File: config.mk
export PLATFORM = sky130hd
export DESIGN_NAME = fxp_var_shifter_pipe
export DESIGN_NICKNAME = d
export VERILOG_FILES = /design/src/rtl/fxp_pkg.sv /design/src/rtl/fxp_pipe_reg.sv /design/src/rtl/fxp_var_shifter_pipe.sv
export SDC_FILE = /design/constraint.sdc
export NUM_CORES = 1
export LEC_CHECK = 0
export CORE_UTILIZATION = 60
export DETAILED_ROUTE_END_ITERATION = 8
export PLACE_DENSITY = 0.83
export SLEW_MARGIN = 5
export SYNTH_ARGS = -nofsm -noshare
export SYNTH_HDL_FRONTEND = slang
export SYNTH_SLANG_ARGS = --single-unit
File: constraint.sdc
create_clock -name clk -period 16.31 [get_ports clk]
set_input_delay 3.262 -clock clk [delete_from_list [all_inputs] [get_ports clk]]
set_output_delay 3.262 -clock clk [all_outputs]
set_load 0.02 [all_outputs]
File: src/rtl/fxp_pkg.sv
// Shared constants, saturation helpers and the default stage payload layout
// for the pipelined fixed-point variable shifter.
package fxp_pkg;

  localparam int FXP_WIDTH   = 64;
  localparam int FXP_FRAC    = 48;
  localparam int FXP_SHAMT_W = 64;
  localparam int FXP_TAG_W   = 4;

  localparam logic DIR_LS = 1'b0;
  localparam logic DIR_RS = 1'b1;

  // Largest / most negative w-bit two's-complement values, zero-extended to 128 bits.
  function automatic logic [127:0] fxp_max(input int w);
    return (128'd1 << (w - 1)) - 128'd1;
  endfunction

  function automatic logic [127:0] fxp_min(input int w);
    return 128'd1 << (w - 1);
  endfunction

  // Stage payload for the default configuration; the top re-declares it with its own widths.
  typedef struct packed {
    logic [FXP_WIDTH-1:0]         data;
    logic [$clog2(FXP_WIDTH)-1:0] shamt;
    logic                         dir;
    logic                         round;
    logic                         ovf;
    logic [FXP_TAG_W-1:0]         tag;
  } fxp_stage_t;

endpackage

File: src/rtl/fxp_pipe_reg.sv
// One valid/ready pipeline register; accepts a new item whenever it is empty
// or its current item is leaving, so bubbles collapse.
module fxp_pipe_reg #(
  parameter int W = 8
) (
  input  logic         clk,
  input  logic         rst,
  input  logic         in_valid_i,
  output logic         in_ready_o,
  input  logic [W-1:0] in_data_i,
  output logic         out_valid_o,
  input  logic         out_ready_i,
  output logic [W-1:0] out_data_o
);

  logic         valid_q;
  logic [W-1:0] data_q;

  assign in_ready_o  = ~valid_q | out_ready_i;
  assign out_valid_o = valid_q;
  assign out_data_o  = data_q;

  always_ff @(posedge clk or posedge rst) begin
    if (rst) begin
      valid_q <= 1'b0;
      data_q  <= '0;
    end else if (in_ready_o) begin
      valid_q <= in_valid_i;
      if (in_valid_i) data_q <= in_data_i;
    end
  end

endmodule

File: src/rtl/fxp_var_shifter_pipe.sv
// Three-stage saturating / rounding arithmetic shifter for signed fixed-point
// words with valid/ready flow control, tag pass-through and a sticky overflow flag.
module fxp_var_shifter_pipe
  import fxp_pkg::*;
#(
  parameter int WIDTH   = FXP_WIDTH,
  parameter int FRAC    = FXP_FRAC,
  parameter int SHAMT_W = FXP_SHAMT_W,
  parameter int TAG_W   = FXP_TAG_W
) (
  input  logic               clk,
  input  logic               rst,
  input  logic               in_valid,
  output logic               in_ready,
  input  logic [WIDTH-1:0]   in_data,
  input  logic [SHAMT_W-1:0] in_shift,
  input  logic               in_dir,
  input  logic               in_round,
  input  logic [TAG_W-1:0]   in_tag,
  output logic               out_valid,
  input  logic               out_ready,
  output logic [WIDTH-1:0]   out_data,
  output logic [TAG_W-1:0]   out_tag,
  output logic               out_ovf,
  output logic               ovf_sticky,
  input  logic               clr_sticky
);

  localparam int LOG_W = $clog2(WIDTH);
  localparam int SX    = (SHAMT_W > LOG_W) ? SHAMT_W : LOG_W + 1;

  if ((1 << LOG_W) != WIDTH || WIDTH < 8 || WIDTH > 128) begin : g_bad_width
    $error("WIDTH must be a power of two in 8..128");
  end
  if (FRAC < 0 || FRAC > WIDTH) begin : g_bad_frac
    $error("FRAC must lie in 0..WIDTH");
  end

  // After S1, 'round' holds the +1 increment and 'shamt' is already clamped.
  typedef struct packed {
    logic [WIDTH-1:0] data;
    logic [LOG_W-1:0] shamt;
    logic             dir;
    logic             round;
    logic             ovf;
    logic [TAG_W-1:0] tag;
  } stage_t;

  typedef struct packed {
    logic [WIDTH-1:0] data;
    logic             ovf;
    logic [TAG_W-1:0] tag;
  } result_t;

  localparam int PW = $bits(stage_t);
  localparam int RW = $bits(result_t);

  stage_t  s1_d, s1_q, s2_d, s2_q;
  result_t s3_d, s3_q;
  logic    s1_valid, s2_valid, s2_ready, s3_ready;

  // ---------------- S1: decode ----------------
  logic [SX-1:0]    s_ext;
  logic             big;
  logic [LOG_W-1:0] sh;
  logic [LOG_W:0]   sh_p1;
  logic             sign;
  logic [WIDTH-1:0] top_mask;
  logic             ls_ovf;
  logic             rnd_bit;

  assign s_ext    = SX'(in_shift);
  assign big      = |s_ext[SX-1:LOG_W];
  assign sh       = s_ext[LOG_W-1:0];
  assign sh_p1    = {1'b0, sh} + (LOG_W + 1)'(1);
  assign sign     = in_data[WIDTH-1];
  // Covers bits [WIDTH-1 : WIDTH-1-s]; all of them must match the sign for x << s to fit.
  assign top_mask = ~({WIDTH{1'b1}} >> sh_p1);
  assign ls_ovf   = big ? (in_data != '0)
                        : (((in_data ^ {WIDTH{sign}}) & top_mask) != '0);
  // Round-half-up equals floor(x / 2^s) plus the last bit shifted out.
  assign rnd_bit  = (sh != '0) && in_data[sh - LOG_W'(1)];

  always_comb begin
    s1_d       = '0;
    s1_d.data  = in_data;
    s1_d.shamt = sh;
    s1_d.dir   = in_dir;
    s1_d.tag   = in_tag;
    if (in_dir == DIR_LS) begin
      s1_d.ovf = ls_ovf;
      // Saturating items travel unshifted so S3 still sees the original sign.
      if (ls_ovf || big) s1_d.shamt = '0;
    end else begin
      s1_d.round = in_round & rnd_bit & ~big;
      if (big) begin
        s1_d.shamt = '0;
        s1_d.data  = in_round ? '0 : {WIDTH{sign}};
      end
    end
  end

  fxp_pipe_reg #(.W(PW)) u_s1 (
    .clk        (clk),
    .rst        (rst),
    .in_valid_i (in_valid),
    .in_ready_o (in_ready),
    .in_data_i  (s1_d),
    .out_valid_o(s1_valid),
    .out_ready_i(s2_ready),
    .out_data_o (s1_q)
  );

  // ---------------- S2: shift by s[2:0] ----------------
  always_comb begin
    s2_d = s1_q;
    if (s1_q.dir == DIR_LS) s2_d.data = s1_q.data << s1_q.shamt[2:0];
    else                    s2_d.data = $signed(s1_q.data) >>> s1_q.shamt[2:0];
  end

  fxp_pipe_reg #(.W(PW)) u_s2 (
    .clk        (clk),
    .rst        (rst),
    .in_valid_i (s1_valid),
    .in_ready_o (s2_ready),
    .in_data_i  (s2_d),
    .out_valid_o(s2_valid),
    .out_ready_i(s3_ready),
    .out_data_o (s2_q)
  );

  // ---------------- S3: shift by remaining bits, saturate / round ----------------
  logic [LOG_W-1:0] sh_hi;
  logic [WIDTH-1:0] shifted;

  assign sh_hi = s2_q.shamt & ~LOG_W'(7);

  always_comb begin
    shifted  = '0;
    s3_d     = '0;
    s3_d.tag = s2_q.tag;
    s3_d.ovf = s2_q.ovf;
    if (s2_q.dir == DIR_LS) shifted = s2_q.data << sh_hi;
    else                    shifted = $signed(s2_q.data) >>> sh_hi;
    if (s2_q.ovf) s3_d.data = s2_q.data[WIDTH-1] ? WIDTH'(fxp_min(WIDTH)) : WIDTH'(fxp_max(WIDTH));
    else          s3_d.data = shifted + WIDTH'(s2_q.round);
  end

  fxp_pipe_reg #(.W(RW)) u_s3 (
    .clk        (clk),
    .rst        (rst),
    .in_valid_i (s2_valid),
    .in_ready_o (s3_ready),
    .in_data_i  (s3_d),
    .out_valid_o(out_valid),
    .out_ready_i(out_ready),
    .out_data_o (s3_q)
  );

  assign out_data = s3_q.data;
  assign out_tag  = s3_q.tag;
  assign out_ovf  = s3_q.ovf;

  // A set in the same cycle as a clear wins so no overflow event is lost.
  logic sticky_q, sticky_d;
  assign sticky_d   = (out_valid & out_ready & out_ovf) | (sticky_q & ~clr_sticky);
  assign ovf_sticky = sticky_q;

  always_ff @(posedge clk or posedge rst) begin
    if (rst) sticky_q <= 1'b0;
    else     sticky_q <= sticky_d;
  end

endmodule

## Word-level counts from Yosys, hierarchy flattened

Index checks and enable logic that the tools add are counted.

| word-level totals | value |
|---|---|
| word-level logic and storage cells | 56 |
| output and inout bits | 72 |
| input bits | 139 |
| bits in registers | 227 |

| operators by class | value |
|---|---|
| $add $sub $neg | 3 |
| mux-type cells | 14 |
| magnitude comparators | 1 |
| bitwise gates (word level) | 17 |
| shift-type cells | 5 |
| reductions and logical operators | 9 |

Operators with widths:

| kind | number |
|---|---|
| $mux 64 | 6 |
| $reduce_bool 64->1 | 2 |
| $mux 70 | 1 |
| $add 64x1->64 | 1 |
| $and 64x64->64 | 1 |
| $not 64->64 | 1 |
| $shl 64x3->64 | 1 |
| $shl 64x6->64 | 1 |
| $shr 64x7->64 const A | 1 |
| $sshr 64x3->64 | 1 |
| $sshr 64x6->64 | 1 |
| $xor 64x64->64 | 1 |
| $reduce_or 58->1 | 1 |
| $mux 6 | 2 |
| $add 6x1->7 const B | 1 |
| $lt 6x7->1 const B | 1 |
| $bmux 1 s6 | 1 |
| $reduce_and 2->1 | 3 |
| $reduce_bool 6->1 | 1 |
| $sub 6x1->6 const B | 1 |
| $and 1x1->1 | 5 |
| $not 1->1 | 5 |
| $mux 1 | 4 |
| $or 1x1->1 | 4 |
| 2 further kinds | 2 |

## Longest topological paths before layout

Gate-level depths: netlist (run 1).

| logic depth | value |
|---|---|
| depth in word-level cells | 9 |
| mapped depth | 18 |
| depth with buffers taken out | 13 |

## By module

A second synthesis (run 1) with hierarchy kept.

| second synthesis, totals | value |
|---|---|
| cell total of the unflattened synthesis | 2508 |
| area total of the unflattened synthesis | 22276.4 sq um |

Modules (own cells, without submodules):

| module | cells an instance | area an instance (sq um) | times used | sequential area each (sq um) |
|---|---|---|---|---|
| fxp_var_shifter_pipe | 2024 | 13574.3 | 1 | 25.0 |
| fxp_pipe_reg at u_s1 ... | 167 | 3026.7 | 2 | 1951.9 |
| fxp_pipe_reg at u_s3 | 150 | 2648.8 | 1 | 1751.7 |

## Worst setup path before layout (run 1)

No wires, ideal clock.

| timing path | value |
|---|---|
| kind | in2out |
| from | in out_ready |
| to | out in_ready |
| slack | 9.420 ns |
| data arrival time | 3.628 ns |
| required time | 13.048 ns |
| buffers on the path | 0 |
| cell stages on the path | 2 |
| cell sequence | nor2b_1 nand3_1 |

| on the way | value |
|---|---|
| word-level cells in the longest chain between the ends | 3 |

Ends and longest elaborated chain:

| element | line | source |
|---|---|---|
| from (decl) | fxp_var_shifter_pipe.sv:21 | `input logic out_ready,` |
| $or 1x1->1 (3 in a row) | fxp_pipe_reg.sv:19 | `assign in_ready_o = ~valid_q \| out_ready_i;` |
| to (decl) | fxp_var_shifter_pipe.sv:14 | `output logic in_ready,` |

No other way between the ends.

## Worst setup path after layout (run 1)

Ends and elaborated chain as after synthesis.

==> impl_metrics.json, run 1 <==
{
  "status": "finished, final reports clean",
  "syn_area_mm2": 0.0212,
  "wl_um": 79900,
  "gp_congestion": 1.06,
  "reg2reg_to": "u_s3.out_data_o[50]",
  "cts_buffers": 25,
  "yosysMostFrequentCell": "dfrtp_1",
  "tightest_slew_ps": 1260,
  "cap_violations": 0,
  "r2r_cells": 11,
  "setup_viol": 0,
  "synth_async_sr_flop_share_pct": 100,
  "synth_top_area_cell": "dfrtp_1",
  "hpwl_um": 58800,
  "total_power_mw": 2.93,
  "grt_pass1_wl_um": 121000,
  "drcViolationCount": 0,
  "synthFlopType": "dfrtp_1",
  "areaGrowthSynthToFinish_pct": 14.1,
  "crit_path_end": "in_ready",
  "post_cts_buffers": 0,
  "cp-end-kind": "primary output",
  "ff2ff_setup_slack_ps": 10240,
  "fillerInstances": 2660,
  "core_area_mm2": 0.0346,
  "place_worst_setup_slack_ps": 8430,
  "drt_pass1_iterations": 6,
  "crit_arrival_ps": 4630,
  "crit_start": "out_ready",
  "path_class": "in -> out",
  "setup_slack_ps": 8420,
  "fmax_ghz": 0.127,
  "clk_path_buf_depth": 3,
  "r2r-start": "u_s2.out_data_o[10]",
  "vias": 20460,
  "yosysSeqAreaShare_pct": 26.5,
  "antenna_found_initial": 4,
  "synth-edff-count": 0,
  "syn-num-nets": 2298,
  "dieArea_mm2": 0.0360,
  "clock_skew_ps": 17.9,
  "yosys-top-cells-area": "dfrtp_1, mux4_2, mux2i_1",
  "row_count": 68,
  "required_ps": 13050,
  "cts_root_buf": "clkbuf_16",
  "yosysWarnings": 0,
  "synth-seq-cells": 224,
  "post-route-min-period_ps": 7890,
  "clk_pin_slew_worst_paths_ps": 60,
  "grt_setup_unrepaired": "no",
  "cts_tree": "yes",
  "via_per_inst": 7.55,
  "drt_iter0_drc": 2587,
  "drive_gt1_share_pct": 19.0,
  "synthDistinctLibCells": 89,
  "grt_max_degree": 92,
  "postCtsHoldBufs": 0,
  "avgSynthCellArea_um2": 9.85,
  "wl_per_cell_um": 29.5,
  "syn_inst": 2150,
  "worstPathMaxFanout": 4,
  "p_leak_nw": 8.54,
  "synth_top_area_share_pct": 26.5,
  "worst_setup_path_start_kind": "input port",
  "die_y_um": 190,
  "clock-sinks": 224,
  "post_cts_resized": 0,
  "finalMaxSlewViolations": 0,
  "netlist_top_cells_count": "dfrtp_1, nand2_1, mux4_2, a21oi_1, nor2_1",
  "hold_viol_final": 0,
  "grt.overflow.total": 0,
  "h-tree-depth": 1,
  "track_usage_pct": 44.4,
  "grt_pass1_vias": 19406,
  "clk_latency_ps": 550,
  "max-vdd-ir-drop_uv": 123,
  "drtAntennaViolNets": 0,
  "fin_setup_tns_ps": 0,
  "io_pins": 211,
  "slew_headroom_pct": 15.3,
  "min_path_type": "reg -> reg",
  "portBuffers": 210,
  "num-nets-final": 2383,
  "start_util_pct": 61.1,
  "dieWidth_um": 190,
  "powerDensity_mw_per_mm2": 121,
  "min_period_over_period_pct": 48.4
}
[flip-flops by register name, summed over array words and instances (netlist names)]
name	flops
u_s2.out_data_o	74
u_s1.out_valid_o	1
u_s1.out_data_o	77
u_s3.out_data_o	69
u_s2.out_valid_o	1
u_s3.out_valid_o	1
ovf_sticky	1
[final cells by class]
cell class | instances | area [um^2] | area share (%)
clock buffers | 31 | 678 | 2.81
multi-input cells | 1706 | 14600 | 60.4
clock inverters | 14 | 154 | 0.637
repair buffers | 249 | 2410 | 9.99
well taps | 455 | 569 | 2.36
diodes | 1 | 2.50 | 0.0104
flip-flops and latches | 224 | 5630 | 23.3
inverters | 29 | 116 | 0.482
[where the power goes]
part | switching, mW | internal (mW)
Combinational | 0.739 | 0.613
Clock | 0.242 | 0.342
Sequential | 0.278 | 0.713
Total | 1.26 | 1.67
[cell families (layout without fill, tap and decap cells)]
| kind of cell | Yosys count | count (layout) | synth area share (%) |
|---|---|---|---|
| AO/OA/AOI/OAI | 554 | 554 | 17.0 |
| AND/OR/NAND/NOR | 649 | 649 | 15.6 |
| multiplexers | 419 | 419 | 32.7 |
| flip-flops | 224 | 224 | 26.5 |
| adder cells (fa/ha/maj) | 9 | 9 | 0.532 |
| other | 0 | 1 | 0 |
| buffers and inverters | 220 | 323 | 4.63 |
| XOR/XNOR | 75 | 75 | 3.10 |
[per-layer routing]
layer  GRT usage [%]  vias up  routed length (um)
li1                -     8527                   -
met1            60.8    10100               30600
met2            66.6     1548               35400
met3            10.8      281                9400
met4            20.9        4                4450
met5               0        -                  26
[cells in the final DEF (no fill, tap or decap), types with 8 or more instances in the layout]
master | Yosys | layout
dfrtp_1 | 224 | 218
clkdlybuf4s50_1 | 0 | 210
nand2_1 | 209 | 208
mux4_2 | 205 | 205
a21oi_1 | 166 | 166
nor2_1 | 147 | 145
mux2i_1 | 121 | 121
o21ai_0 | 115 | 115
mux2_2 | 90 | 90
xnor2_1 | 47 | 47
nor4_1 | 46 | 46
nand2b_1 | 43 | 42
buf_4 | 13 | 38
nor3_1 | 31 | 31
xor2_1 | 28 | 28
nand3_1 | 27 | 27
o22ai_1 | 26 | 26
inv_1 | 26 | 25
clkbuf_16 | 0 | 25
o211ai_1 | 23 | 23
nand4_1 | 22 | 22
nor2b_1 | 21 | 21
a211oi_1 | 21 | 21
a31oi_1 | 20 | 20
a22oi_1 | 19 | 19
and2_1 | 18 | 17
o21a_1 | 17 | 17
a221oi_1 | 17 | 17
a21o_1 | 16 | 16
and3_1 | 12 | 12
a22o_1 | 10 | 10
a211o_1 | 9 | 9
nand3b_1 | 9 | 9
ha_1 | 9 | 9
or2_2 | 8 | 8
a221o_1 | 8 | 8
clkinv_2 | 0 | 8
[critical path: stages]
cell and delay, ps:
clkdlybuf4s50_1 520, nor2b_1 70, nand3_1 140, clkdlybuf4s50_1 630
[worst min-delay path by stage]
stage / from / endpoint / slack [ps] / cells past startpoint
after detailed placement: u_s2.out_data_o[0] / u_s3.out_data_o[0] / 460 / 2
after CTS: u_s2.out_data_o[0] / u_s3.out_data_o[0] / 470 / 2
after floorplan: u_s2.out_data_o[0] / u_s3.out_data_o[0] / 430 / 2
after global routing: u_s3.out_data_o[0] / u_s3.out_data_o[0] / 490 / 2
final: u_s2.out_data_o[3] / u_s3.out_data_o[3] / 470 / 2
after global placement: u_s2.out_data_o[0] / u_s3.out_data_o[0] / 440 / 2
[metrics by stage]
step                      hold WS, ps  cell area, um^2  util (%)  instances
after CTS                         473            24100      69.7       2707
after detailed placement          456            23300      67.3       2662
after global placement            444            23300      67.3       2662
after floorplan                   433            21200         -       2150
after global routing              493            24200      69.8       2708
final                             473            24200      69.8       2709
Power figures use the tool's default switching activity.
==> inputs of run 2 (changes only) <==
CORE_UTILIZATION = 59   (was 60)
PLACE_DENSITY = 0.82   (was 0.83)
clock period = 8.2 ns   (was 16.31 ns; I/O delays follow)
==> impl_metrics.json, run 2 (same netlist as run 1, synthesis figures left out) <==
{
  "status": "finished, final reports clean",
  "drive_gt1_share_pct": 18.9,
  "vias": 20217,
  "hold_viol_final": 0,
  "drt_pass1_iterations": 6,
  "drcViolationCount": 0,
  "min_period_over_period_pct": 65.3,
  "clk_pin_slew_worst_paths_ps": 60,
  "post-route-min-period_ps": 5350,
  "top_layer": "met5",
  "slew_headroom_pct": 12.4,
  "largest_register_ffs": 77,
  "max-vdd-ir-drop_uv": 254,
  "drt_iter0_drc": 2701,
  "p_leak_nw": 8.56,
  "areaGrowthSynthToFinish_pct": 14.4,
  "final_common_cell": "dfrtp_1",
  "path_class": "reg -> reg",
  "track_usage_pct": 43.6,
  "total_power_mw": 5.87,
  "met2RoutedLength_um": 36800,
  "via_per_inst": 7.44,
  "min_path_type": "reg -> reg",
  "row_count": 69,
  "postCtsHoldBufs": 0,
  "place_worst_setup_slack_ps": 2600,
  "clock_skew_ps": 23.1,
  "h-tree-depth": 1,
  "cts_tree": "yes",
  "post_cts_buffers": 0,
  "n_antenna_cell": 0,
  "setup_slack_ps": 2850,
  "tightest_slew_ps": 1310,
  "required_ps": 8640,
  "setup_viol": 0,
  "met3_length_um": 8410,
  "cap_violations": 0,
  "met1Wirelength_um": 29700,
  "cts_buffers": 26,
  "powerDensity_mw_per_mm2": 242,
  "grt_max_degree": 90,
  "cts_root_buf": "clkbuf_16",
  "core_area_mm2": 0.0354,
  "grt_pass1_vias": 19155,
  "grt_pass1_wl_um": 120000,
  "clk_latency_ps": 570,
  "grt.overflow.total": 0,
  "portBuffers": 210,
  "wl_per_cell_um": 29.5,
  "die_y_um": 191,
  "cp-end-kind": "flop",
  "grt_setup_unrepaired": "no",
  "worst_setup_path_start_kind": "flop",
  "post_cts_resized": 0,
  "drtAntennaViolNets": 0,
  "gp_congestion": 1.08,
  "hpwl_um": 59700,
  "clk_path_buf_depth": 3,
  "clock-sinks": 224,
  "antenna_found_initial": 2,
  "wl_um": 80000,
  "crit_arrival_ps": 5800,
  "finalMaxSlewViolations": 0,
  "start_util_pct": 59.8,
  "worst_hold_slack_ps": 472,
  "dieArea_mm2": 0.0366,
  "io_pins": 211,
  "fmax_ghz": 0.187,
  "worstPathMaxFanout": 74,
  "dieWidth_um": 191,
  "num-nets-final": 2385,
  "fin_setup_tns_ps": 0,
  "final_cell_mix": "dfrtp_1, clkdlybuf4s50_1, nand2_1"
}
## run 2: final timing paths
path,start,endpoint,slack [ps],depth (start not counted)
setup / recovery,u_s2.out_data_o[11],u_s3.out_data_o[68],2850,10
hold / removal,u_s2.out_data_o[0],u_s3.out_data_o[0],470,2
setup reg to reg,u_s2.out_data_o[11],u_s3.out_data_o[68],2850,10
hold reg to reg,u_s2.out_data_o[0],u_s3.out_data_o[0],470,2
max in group asynchronous,rst,u_s1.out_data_o[9],5070,3
min in group asynchronous,rst,u_s3.out_data_o[4],1520,2
## run 2: power breakdown
part	internal (mW)	total, mW	switching (mW)
clock network	0.732	1.22	0.488
registers	1.42	1.98	0.565
logic	1.22	2.66	1.45
total	3.37	5.87	2.50
## run 2: stage by stage
stage               cells  area, um^2  utilization (%)
floorplan            2150       21200                -
global placement     2670       23300             65.9
detailed placement   2670       23300             65.9
CTS                  2716       24200             68.4
global route         2716       24200             68.4
finish               2716       24200             68.4
## run 2: area by class of cell
class	instances	area (um^2)
clock buffers	35	746
clock inverters	11	149
fillers	2643	11200
inverters	29	116
multi-input cells	1706	14600
flip-flops and latches	224	5630
well taps	461	577
repair buffers	250	2400
## run 2: critical path: stages (launching register included)
cell and delay, ps:
dfrtp_4 1070, buf_4 630, mux2i_1 230, a22o_1 280
a2111oi_2 550, nand4_1 350, nor3_2 520, nand3_1 590
nor4_4 520, xnor2_1 150, a221o_1 330
## run 2: per-layer routing
layer,track usage [%],up-vias
met2,68.2,1391
met1,56.9,9948
met3,9.51,352
li1,-,8522
met4,22.7,4
met5,0,-
